## config.mk

```make
export PLATFORM = sky130hd
export DESIGN_NAME = synapse_row_fetch_master_flat
export DESIGN_NICKNAME = d
export VERILOG_FILES = /design/src/rtl/synapse_row_fetch_master_pkg.sv /design/src/rtl/synapse_row_fetch_master_if.sv /design/src/rtl/synapse_row_fetch_master.sv /design/src/flat_wrapper.sv
export SDC_FILE = /design/constraint.sdc
export NUM_CORES = 1
export LEC_CHECK = 0
export CORE_AREA = 3 3 147 149
export CTS_CLUSTER_SIZE = 30
export DETAILED_ROUTE_END_ITERATION = 8
export DIE_AREA = 0 0 150 152
export DONT_BUFFER_PORTS = 1
export HOLD_SLACK_MARGIN = 0.05
export PLACE_DENSITY_LB_ADDON = 0.3
export SLEW_MARGIN = 20
export SYNTH_ARGS = -nofsm -noshare
export SYNTH_HDL_FRONTEND = slang
export SYNTH_SLANG_ARGS = --single-unit
export TNS_END_PERCENT = 20
```

## constraint.sdc

```tcl
create_clock -name wb_clk_i -period 2.1 [get_ports wb_clk_i]
set_input_delay 0.525 -clock wb_clk_i [delete_from_list [all_inputs] [get_ports wb_clk_i]]
set_output_delay 0.525 -clock wb_clk_i [all_outputs]
set_load 0.01 [all_outputs]
```

## src/rtl/synapse_row_fetch_master_pkg.sv

```systemverilog
// Shared constants, FSM encoding and beat address helper for the synapse row fetch master
// and the synapse matrix slave address decode.
package synapse_row_fetch_master_pkg;

    localparam logic [31:0] BASE_ADDR_DEFAULT = 32'h3000_0000;
    localparam int unsigned WORDS_PER_ROW     = 8;
    localparam int unsigned ROW_BYTES         = 32;
    localparam int unsigned WORD_BYTES        = 4;

    typedef enum logic [1:0] {
        S_IDLE = 2'd0,
        S_REQ  = 2'd1,
        S_GAP  = 2'd2,
        S_HOLD = 2'd3
    } state_e;

    // Byte address of one beat: base + axon row offset + word offset, 32-bit wraparound.
    function automatic logic [31:0] beat_addr(input logic [31:0] base,
                                              input logic [7:0]  axon,
                                              input logic [7:0]  beat);
        return base + 32'(axon) * 32'(ROW_BYTES) + 32'(beat) * 32'(WORD_BYTES);
    endfunction

endpackage

```

## src/rtl/synapse_row_fetch_master_if.sv

```systemverilog
// Wishbone classic read-initiator bus between the row fetch master and the synapse matrix slave.
interface synapse_row_fetch_master_if;

    logic        wbm_cyc_o;
    logic        wbm_stb_o;
    logic        wbm_we_o;
    logic [3:0]  wbm_sel_o;
    logic [31:0] wbm_adr_o;
    logic [31:0] wbm_dat_o;
    logic        wbm_ack_i;
    logic [31:0] wbm_dat_i;

    modport master (
        output wbm_cyc_o, wbm_stb_o, wbm_we_o, wbm_sel_o, wbm_adr_o, wbm_dat_o,
        input  wbm_ack_i, wbm_dat_i
    );

    modport slave (
        input  wbm_cyc_o, wbm_stb_o, wbm_we_o, wbm_sel_o, wbm_adr_o, wbm_dat_o,
        output wbm_ack_i, wbm_dat_i
    );

endinterface

```

## src/rtl/synapse_row_fetch_master.sv

```systemverilog
// Fetches one axon row from the synapse matrix with single-word Wishbone reads and hands
// the assembled row to the neuron core over valid/ready.
module synapse_row_fetch_master #(
    parameter logic [31:0] BASE_ADDR     = synapse_row_fetch_master_pkg::BASE_ADDR_DEFAULT,
    parameter int unsigned WORDS_PER_ROW = synapse_row_fetch_master_pkg::WORDS_PER_ROW,
    parameter int unsigned TIMEOUT       = 255
) (
    input  logic                          wb_clk_i,
    input  logic                          wb_rst_i,
    input  logic                          req_valid_i,
    output logic                          req_ready_o,
    input  logic [7:0]                    req_axon_i,
    output logic                          row_valid_o,
    input  logic                          row_ready_i,
    output logic [32*WORDS_PER_ROW-1:0]   row_data_o,
    output logic [7:0]                    row_axon_o,
    output logic [1:0]                    weight_select_o,
    output logic                          err_o,
    output logic                          busy_o,
    synapse_row_fetch_master_if.master    wbm
);
    import synapse_row_fetch_master_pkg::*;

    localparam int unsigned       BEAT_W    = (WORDS_PER_ROW > 1) ? $clog2(WORDS_PER_ROW) : 1;
    localparam int unsigned       ROW_W     = 32 * WORDS_PER_ROW;
    localparam logic [BEAT_W-1:0] LAST_BEAT = BEAT_W'(WORDS_PER_ROW - 1);
    localparam logic [15:0]       TMO_LAST  = 16'(TIMEOUT - 1);

    state_e             state_q, state_d;
    logic [BEAT_W-1:0]  beat_q, beat_d;
    logic [15:0]        tmo_q, tmo_d;
    logic [31:0]        adr_q, adr_d;
    logic [ROW_W-1:0]   row_q, row_d;
    logic [7:0]         axon_q, axon_d;
    logic               err_q, err_d;
    logic               cyc_q, busy_q, row_valid_q, req_ready_q;

    // Next-state, beat sequencing, row assembly and timeout detection.
    always_comb begin
        state_d = state_q;
        beat_d  = beat_q;
        tmo_d   = tmo_q;
        adr_d   = adr_q;
        row_d   = row_q;
        axon_d  = axon_q;
        err_d   = 1'b0;
        case (state_q)
            S_IDLE: begin
                if (req_valid_i) begin
                    axon_d  = req_axon_i;
                    beat_d  = '0;
                    tmo_d   = 16'd0;
                    row_d   = '0;
                    adr_d   = beat_addr(BASE_ADDR, req_axon_i, 8'd0);
                    state_d = S_REQ;
                end else begin
                    state_d = S_IDLE;
                end
            end
            S_REQ: begin
                if (wbm.wbm_ack_i) begin
                    row_d[32*int'(beat_q) +: 32] = wbm.wbm_dat_i;
                    if (beat_q == LAST_BEAT) begin
                        state_d = S_HOLD;
                    end else begin
                        beat_d  = beat_q + 1'b1;
                        state_d = S_GAP;
                    end
                end else if (tmo_q >= TMO_LAST) begin
                    // Abandon the row; the consumer never sees a partial one.
                    err_d   = 1'b1;
                    tmo_d   = 16'd0;
                    state_d = S_IDLE;
                end else begin
                    tmo_d = tmo_q + 16'd1;
                end
            end
            S_GAP: begin
                // Strobe drops here so the slave's held ack cannot be counted twice.
                tmo_d   = 16'd0;
                adr_d   = beat_addr(BASE_ADDR, axon_q, 8'(beat_q));
                state_d = S_REQ;
            end
            S_HOLD: begin
                if (row_ready_i) begin
                    state_d = S_IDLE;
                end else begin
                    state_d = S_HOLD;
                end
            end
            default: begin
                state_d = S_IDLE;
            end
        endcase
    end

    // State, datapath and registered output flags.
    always_ff @(posedge wb_clk_i) begin
        if (wb_rst_i) begin
            state_q     <= S_IDLE;
            beat_q      <= '0;
            tmo_q       <= 16'd0;
            adr_q       <= 32'd0;
            row_q       <= '0;
            axon_q      <= 8'd0;
            err_q       <= 1'b0;
            cyc_q       <= 1'b0;
            busy_q      <= 1'b0;
            row_valid_q <= 1'b0;
            req_ready_q <= 1'b1;
        end else begin
            state_q     <= state_d;
            beat_q      <= beat_d;
            tmo_q       <= tmo_d;
            adr_q       <= adr_d;
            row_q       <= row_d;
            axon_q      <= axon_d;
            err_q       <= err_d;
            cyc_q       <= (state_d == S_REQ);
            busy_q      <= (state_d != S_IDLE);
            row_valid_q <= (state_d == S_HOLD);
            req_ready_q <= (state_d == S_IDLE);
        end
    end

    assign wbm.wbm_cyc_o   = cyc_q;
    assign wbm.wbm_stb_o   = cyc_q;
    assign wbm.wbm_we_o    = 1'b0;
    assign wbm.wbm_sel_o   = 4'b1111;
    assign wbm.wbm_adr_o   = adr_q;
    assign wbm.wbm_dat_o   = 32'h0000_0000;

    assign req_ready_o     = req_ready_q;
    assign row_valid_o     = row_valid_q;
    assign row_data_o      = row_q;
    assign row_axon_o      = axon_q;
    assign weight_select_o = {1'b0, axon_q[0]};
    assign err_o           = err_q;
    assign busy_o          = busy_q;

endmodule

```

## src/flat_wrapper.sv

```systemverilog
// flat-port wrapper written by rule: the top's interface ports become plain ports
module synapse_row_fetch_master_flat import synapse_row_fetch_master_pkg::*;
#(
    parameter logic [31:0] BASE_ADDR     = synapse_row_fetch_master_pkg::BASE_ADDR_DEFAULT,
    parameter int unsigned WORDS_PER_ROW = synapse_row_fetch_master_pkg::WORDS_PER_ROW,
    parameter int unsigned TIMEOUT       = 255
)
  (wb_clk_i, wb_rst_i, req_valid_i, req_ready_o, req_axon_i, row_valid_o, row_ready_i, row_data_o, row_axon_o, weight_select_o, err_o, busy_o, wbm_wbm_cyc_o, wbm_wbm_stb_o, wbm_wbm_we_o, wbm_wbm_sel_o, wbm_wbm_adr_o, wbm_wbm_dat_o, wbm_wbm_ack_i, wbm_wbm_dat_i);
  synapse_row_fetch_master_if wbm_i ();
  input  logic wb_clk_i;
  input  logic wb_rst_i;
  input  logic req_valid_i;
  output logic req_ready_o;
  input  logic [7:0] req_axon_i;
  output logic row_valid_o;
  input  logic row_ready_i;
  output logic [32*WORDS_PER_ROW-1:0] row_data_o;
  output logic [7:0] row_axon_o;
  output logic [1:0] weight_select_o;
  output logic err_o;
  output logic busy_o;
  output wire logic [$bits(wbm_i.wbm_cyc_o)-1:0] wbm_wbm_cyc_o;
  output wire logic [$bits(wbm_i.wbm_stb_o)-1:0] wbm_wbm_stb_o;
  output wire logic [$bits(wbm_i.wbm_we_o)-1:0] wbm_wbm_we_o;
  output wire logic [$bits(wbm_i.wbm_sel_o)-1:0] wbm_wbm_sel_o;
  output wire logic [$bits(wbm_i.wbm_adr_o)-1:0] wbm_wbm_adr_o;
  output wire logic [$bits(wbm_i.wbm_dat_o)-1:0] wbm_wbm_dat_o;
  input wire logic [$bits(wbm_i.wbm_ack_i)-1:0] wbm_wbm_ack_i;
  input wire logic [$bits(wbm_i.wbm_dat_i)-1:0] wbm_wbm_dat_i;
  assign wbm_wbm_cyc_o = wbm_i.wbm_cyc_o;
  assign wbm_wbm_stb_o = wbm_i.wbm_stb_o;
  assign wbm_wbm_we_o = wbm_i.wbm_we_o;
  assign wbm_wbm_sel_o = wbm_i.wbm_sel_o;
  assign wbm_wbm_adr_o = wbm_i.wbm_adr_o;
  assign wbm_wbm_dat_o = wbm_i.wbm_dat_o;
  assign wbm_i.wbm_ack_i = wbm_wbm_ack_i;
  assign wbm_i.wbm_dat_i = wbm_wbm_dat_i;
  synapse_row_fetch_master #(.BASE_ADDR(BASE_ADDR), .WORDS_PER_ROW(WORDS_PER_ROW), .TIMEOUT(TIMEOUT)) u_core (.wb_clk_i(wb_clk_i), .wb_rst_i(wb_rst_i), .req_valid_i(req_valid_i), .req_ready_o(req_ready_o), .req_axon_i(req_axon_i), .row_valid_o(row_valid_o), .row_ready_i(row_ready_i), .row_data_o(row_data_o), .row_axon_o(row_axon_o), .weight_select_o(weight_select_o), .err_o(err_o), .busy_o(busy_o), .wbm(wbm_i));
endmodule
```

==> flow_summary_export.csv, run 1 <==
group,metric,value,unit
floorplanning,start_util,53.2,%
placement,io_buffer_count,0,
final_layout,diodes,0,
floorplanning,rows,52,
sta,slew_headroom,53.4,%
pwr,power-per-cell-area,961,mW/mm²
routing,viasPerCell,6.12,
outcome,violations,"negative setup slack",
sta,post-route-period-util,101,%
placement,placed_cell_area,0.0109,mm²
final_layout,layout_common_cells,"dfxtp_1, a22o_1, nor2_1, a22oi_1, conb_1",
yosys,synth-seq-cells,302,
final_layout,multi_input_area,0.00426,mm²
placement,finalWeightedCongestion,0.819,
worst_setup_path,slowest_stage,"or3b_4",
clock_network,cts.sinks,302,
routing,routed_wl,33600,µm
sta,fin_skew,0.0161,ns
floorplanning,die_h,152,µm
clock_network,cts_buffers,30,
hold_path,hold_class,"in2reg",
routing,drt_iter0_markers,453,
worst_setup_path,crit_buf_inv,4,
yosys,ys_seq_area_share,55.9,%
yosys,yosysTopAreaCellShare,55.9,%
sta,min_period,2.13,ns
final_layout,fillCellCount,1601,
final_layout,synthToLayoutAreaGrowth,15.3,%
final_layout,final_common_cell,"dfxtp_1",
clock_network,cts_tree,"done",
floorplanning,core,0.0203,mm²
sta,fmax,471,MHz
global_routing,grt_pass1_wl,48800,µm
yosys,async_flop_share,0,%
run,cap_violations,0,
floorplanning,die_width,150,µm
routing,vias,7881,
worst_setup_path,path_max_fanout,11,
placement,post-place-ws,-0.283,ns
worst_setup_path,r2r_end,"u_core.row_data_o[134]",
sta,hold_slack,0.0936,ns
worst_setup_path,timing.rr.start,"u_core.beat_q[0]",
pwr,leakage,4.85,nW
yosys,syn_inst,997,
clock_network,clk_pin_slew,0.07,ns
hold_path,min_from,"wbm_wbm_dat_i[20]",
worst_setup_path,start_kind,"flip-flop",
floorplanning,io_pins,386,
final_layout,final-seq-area,0.00605,mm²
pwr,ir_drop,0.671,mV
yosys,synth-edff-count,0,
global_routing,grtUsageTotal,27.3,%
routing,wire_per_inst,26.1,µm
worst_setup_path,cp-endpoint,"u_core.row_data_o[134]",
worst_setup_path,crit_required,2.59,ns
worst_setup_path,critPathLaunch,"u_core.beat_q[0]",
global_routing,grt_pass1_vias,7432,
global_routing,grt_overflow,0,
sta,slew_violations,0,
worst_setup_path,worstPathArrival,2.61,ns
worst_setup_path,worstSetupPathType,"reg2reg",
final_layout,final_nets,1044,
worst_setup_path,reg2regPathDepth,10,
worst_setup_path,rrSetupSlack,-0.03,ns
placement,dp_hpwl,20700,µm
worst_setup_path,path_delay_family,"simple AND/OR/NAND/NOR gates",
clock_network,clock-root-buffer,"clkbuf_16",
clock_network,cts_buffer_depth,3,
clock_network,h-tree-depth,1,
yosys,synth_flop_cell,"dfxtp_1",
yosys,yosys_warnings,0,
worst_setup_path,crit_path_max_incr_delay,0.40,ns
worst_setup_path,cp-end-kind,"flip-flop",
worst_setup_path,cp_cell_sequence,"inv_2, ha_4, ha_4, buf_6, nand2b_4, or3b_4, nor3_4, buf_6, clkbuf_16, a22o_1",
clock_network,clk_latency,0.55,ns
floorplanning,die_area,0.0228,mm²
global_routing,grt_max_degree,68,
routing,drc,0,
final_layout,fin_area,0.0125,mm²
yosys,avgSynthCellArea,10.8,µm²
routing,drt_first_pass_iters,5,
sta,setup_viol,17,
routing,ant_nets,0,
final_layout,drive_gt1_share,19.2,%
worst_setup_path,cp.depth,10,
sta,layout_setup_ws,-0.0253,ns
sta,tightest_slew,0.697,ns
sta,final.setup.tns,-0.230,ns
outcome,outcome,"complete, but fails checks",
yosys,synthTopCellsByArea,"dfxtp_1, a22o_1, a22oi_1, buf_4, nor2_1",
yosys,yosysUniqueCellTypes,60,
global_routing,antenna_found_initial,0,
sta,hold_viol_final,0,
yosys,netlist_area,0.0108,mm²
sta,rsz0062_at_grt,"yes",
yosys,yosys.area.top_type,"dfxtp_1",
## kinds of logic (layout without fill, tap and decap cells)
| logic type | Yosys count | count (layout) | synth area share (%) |
|---|---|---|---|
| AOI/OAI and AO/OA | 308 | 315 | 24.0 |
| DFF | 302 | 302 | 55.9 |
| and+or+nand+nor | 187 | 187 | 8.32 |
| buffers and inverters | 177 | 135 | 9.63 |
| muxes | 9 | 9 | 0.880 |
| adders and majority gates | 6 | 6 | 0.695 |
| xor gates and xnor gates | 6 | 6 | 0.486 |
| other | 2 | 57 | 0.0695 |
## worst min path at each step
| stage | to | slack, ns | cells after the start |
|---|---|---|---|
| after floorplan | u_core.tmo_q[15] | 0.43 | 2 |
| after global placement | u_core.tmo_q[15] | 0.44 | 2 |
| after detailed placement | u_core.tmo_q[15] | 0.45 | 2 |
| after CTS | u_core.row_data_o[161] | 0.06 | 1 |
| after global routing | u_core.row_data_o[42] | 0.07 | 1 |
| final | u_core.row_data_o[116] | 0.09 | 1 |
## metrics by stage
step / util (%) / total power [mW] / instances
floorplan: - / 6.63 / 1052
finish: 61.4 / 12.0 / 1287
global route: 61.4 / 12.4 / 1287
detailed placement: 53.8 / 6.66 / 1200
global placement: 53.8 / 6.65 / 1200
CTS: 60.3 / 12.0 / 1274
## metal layers
| layer | GRT usage [%] | wire, µm | up-vias |
|---|---|---|---|
| li1 | - | - | 3505 |
| met1 | 34.3 | 13200 | 3897 |
| met2 | 45.6 | 16100 | 418 |
| met3 | 7.80 | 3350 | 61 |
| met4 | 8.10 | 941 | 0 |
| met5 | 0 | 0 | - |
## power breakdown
part / total, mW / switching, mW / internal, mW
clock: 5.18 / 2.20 / 2.98
sequential: 5.89 / 0.0867 / 5.80
combinational: 0.915 / 0.574 / 0.341
## cell usage after synthesis, types with 6 or more instances
| library cell | instances |
|---|---|
| inv_1 | 9 |
| ha_1 | 6 |
| buf_6 | 14 |
| nand2_1 | 7 |
| buf_1 | 12 |
| buf_4 | 61 |
| a22o_2 | 30 |
| clkbuf_1 | 47 |
| nor2_1 | 121 |
| a22oi_1 | 67 |
| a22o_1 | 162 |
| a2bb2oi_1 | 8 |
| dfxtp_1 | 302 |
| nor3_1 | 11 |
| mux2i_1 | 8 |
| a21oi_1 | 13 |
| buf_2 | 31 |
## final cells by class
cell class / count / share of cell area (%)
Tap cell: 270 / 2.71
Sequential cell: 302 / 48.5
Multi-Input combinational cell: 580 / 34.2
Timing Repair Buffer: 70 / 6.51
Clock buffer: 44 / 6.92
Inverter: 9 / 0.271
Clock inverter: 12 / 0.873
## what timing repair did
item	4_1_cts	5_1_grt
pin swaps	18	62
gates resized for setup	23	10
setup buffers	9	10
hold buffers	1	0
endpoints found under the setup margin	194	184
hold endpoints to repair	43	0
gates cloned	8	4
## state kept, by name, summed over array words and instances (netlist names)
signal / flops
u_core.wbm.wbm_cyc_o: 1
u_core.beat_q: 3
u_core.row_valid_o: 1
u_core.row_data_o: 256
u_core.busy_o: 1
u_core.state_q: 2
u_core.err_o: 1
u_core.tmo_q: 16
u_core.row_axon_o: 8
u_core.wbm.wbm_adr_o: 12
u_core.req_ready_o: 1
(Power assumes the default switching activity.)
==> inputs of run 2 (changes only) <==
CORE_AREA = 3 3 148 150   (was 3 3 147 149)
DIE_AREA = 0 0 151 153   (was 0 0 150 152)
==> run 2 against run 1 <==
Against the previous run:
- the run still ends with negative setup slack left
- global-route usage shrank 1.4 points
- die area increased by 1.3%
- combinational power shrank 5.1%
- worst setup slack better by 0.023 ns
- highest routed layer unchanged
- routed wire length decreased by 3.6%
==> flow_summary_export.csv, run 2 (same netlist as run 1, synthesis figures left out) <==
group,metric,value,unit
sta,slew_violations,0,
placement,finalWeightedCongestion,0.848,
worst_setup_path,cp_cell_sequence,"inv_2, ha_2, ha_4, nand2b_1, o31ai_2, a21oi_4, a22o_1",
clock_network,clk_latency,0.55,ns
sta,rsz0062_at_grt,"yes",
pwr,p_int,9.21,mW
sta,hold_slack,0.0964,ns
floorplanning,die_h,153,µm
global_routing,grt_max_degree,89,
placement,post-place-ws,-0.336,ns
pwr,pwr-share-clk,43.8,%
worst_setup_path,cp-end-kind,"flip-flop",
worst_setup_path,cp-endpoint,"u_core.row_data_o[225]",
routing,vias,7784,
sta,setup_viol,1,
final_layout,drive_gt1_share,18.0,%
floorplanning,io_pins,386,
worst_setup_path,worstSetupPathType,"reg2reg",
floorplanning,start_util,51.9,%
floorplanning,core,0.0208,mm²
final_layout,final_nets,1032,
routing,drc,0,
routing,viasPerCell,6.11,
clock_network,clock-root-buffer,"clkbuf_16",
global_routing,grtUsageTotal,25.9,%
pwr,p_sw_share,23.3,%
routing,ant_nets,0,
worst_setup_path,start_kind,"flip-flop",
routing,wire_per_inst,25.4,µm
sta,post-route-period-util,100,%
clock_network,cts_tree,"done",
global_routing,antenna_found_initial,0,
floorplanning,die_width,151,µm
worst_setup_path,path_max_fanout,16,
worst_setup_path,cp.depth,7,
hold_path,hold_class,"in2reg",
routing,routed_wl,32400,µm
pwr,power-per-cell-area,972,mW/mm²
final_layout,fin_area,0.0123,mm²
sta,slew_headroom,43.0,%
global_routing,grt_pass1_wl,46800,µm
sta,fin_skew,0.00954,ns
worst_setup_path,r2r_end,"u_core.row_data_o[225]",
outcome,outcome,"complete, but fails checks",
routing,drt_iter0_markers,569,
final_layout,synthToLayoutAreaGrowth,14.2,%
worst_setup_path,crit_buf_inv,1,
run,cap_violations,0,
global_routing,grt_pass1_vias,7463,
routing,drt_first_pass_iters,5,
floorplanning,rows,53,
worst_setup_path,reg2regPathDepth,7,
clock_network,cts_buffer_depth,3,
clock_network,cts.sinks,302,
worst_setup_path,crit_required,2.54,ns
pwr,leakage,4.80,nW
worst_setup_path,critPathLaunch,"u_core.beat_q[0]",
pwr,p_sw,2.80,mW
sta,min_period,2.10,ns
global_routing,grt_overflow,0,
sta,layout_setup_ws,-0.00200,ns
placement,placed_cell_area,0.0110,mm²
clock_network,cts_buffers,29,
worst_setup_path,timing.rr.start,"u_core.beat_q[0]",
final_layout,fin_cells,1274,
floorplanning,die_area,0.0231,mm²
pwr,p_seq_share,49.0,%
pwr,pwr-share-comb,7.2,%
sta,fmax,476,MHz
worst_setup_path,rrSetupSlack,-0.002,ns
final_layout,layout_common_cells,"dfxtp_1, a22o_1, nor2_1, a22oi_1, conb_1",
placement,io_buffer_count,0,
final_layout,diodes,0,
worst_setup_path,slowest_stage,"o31ai_2",
placement,dp_hpwl,20900,µm
worst_setup_path,path_delay_family,"compound AO/OA/AOI/OAI gates",
worst_setup_path,worstPathArrival,2.54,ns
final_layout,final_common_cell,"dfxtp_1",
outcome,violations,"negative setup slack",
sta,final.setup.tns,-0.00200,ns
clock_network,h-tree-depth,1,
pwr,ir_drop,0.608,mV
clock_network,clk_pin_slew,0.06,ns
final_layout,largest_reg_flops,256,
sta,tightest_slew,0.852,ns
sta,hold_viol_final,0,
placement,dpl.cell_count,1204,
worst_setup_path,crit_path_max_incr_delay,0.48,ns
==> run 2: power groups by stage <==
stage	combinational (mW)	clock (mW)	sequential, mW
final	0.868	5.25	5.88
after global routing	0.933	5.55	5.89
after CTS	0.798	5.33	5.88
after detailed placement	0.687	0	6.01
after global placement	0.676	0	6.01
after floorplan	0.640	0	5.99
==> run 2: layout make-up <==
class,instances,area (µm²)
Clock inverter,12,164
Inverter,9,33.8
Clock buffer,37,806
Sequential cell,302,6050
Multi-Input combinational cell,577,4220
Fill cell,1716,8480
Tap cell,275,344
Timing Repair Buffer,62,728
==> run 2: worst min path at each step <==
stage                          start                      to  slack, ns  cells past startpoint
global route                wb_rst_i  u_core.row_data_o[165]       0.07                      1
global placement    u_core.tmo_q[15]        u_core.tmo_q[15]       0.44                      2
CTS                         wb_rst_i         u_core.tmo_q[1]       0.06                      1
finish                      wb_rst_i           u_core.busy_o        0.1                      1
floorplan           u_core.tmo_q[15]        u_core.tmo_q[15]       0.43                      2
detailed placement  u_core.tmo_q[15]        u_core.tmo_q[15]       0.45                      2
==> run 2: worst reg2reg max path, stage by stage (launching register included) <==
cell	delay [ns]
dfxtp_2	0.33
inv_2	0.04
ha_2	0.18
ha_4	0.21
nand2b_1	0.19
o31ai_2	0.48
a21oi_4	0.31
a22o_1	0.27
==> run 2: per-layer routing <==
layer	track usage, %	part of all wire (%)	vias up
met4	7.25	2.4	0
met5	0	0	-
met3	7.50	11	58
met2	43.6	48	411
li1	-	-	3478
met1	32.4	39	3837
==> run 2: what timing repair did <==
item / CTS / global route
gates resized for setup: 14 / 13
endpoints found under the setup margin: 164 / 241
pin swaps: 6 / 8
gates cloned: 4 / 0
hold buffers: 3 / 1
hold endpoints to repair: 19 / 14
buffers inserted: 6 / 7
==> run 2: stage by stage <==
step	power, mW	util [%]
after floorplan	6.63	-
after global placement	6.68	52.7
after detailed placement	6.70	52.7
after CTS	12.0	58.4
after global routing	12.4	59.3
final	12.0	59.3
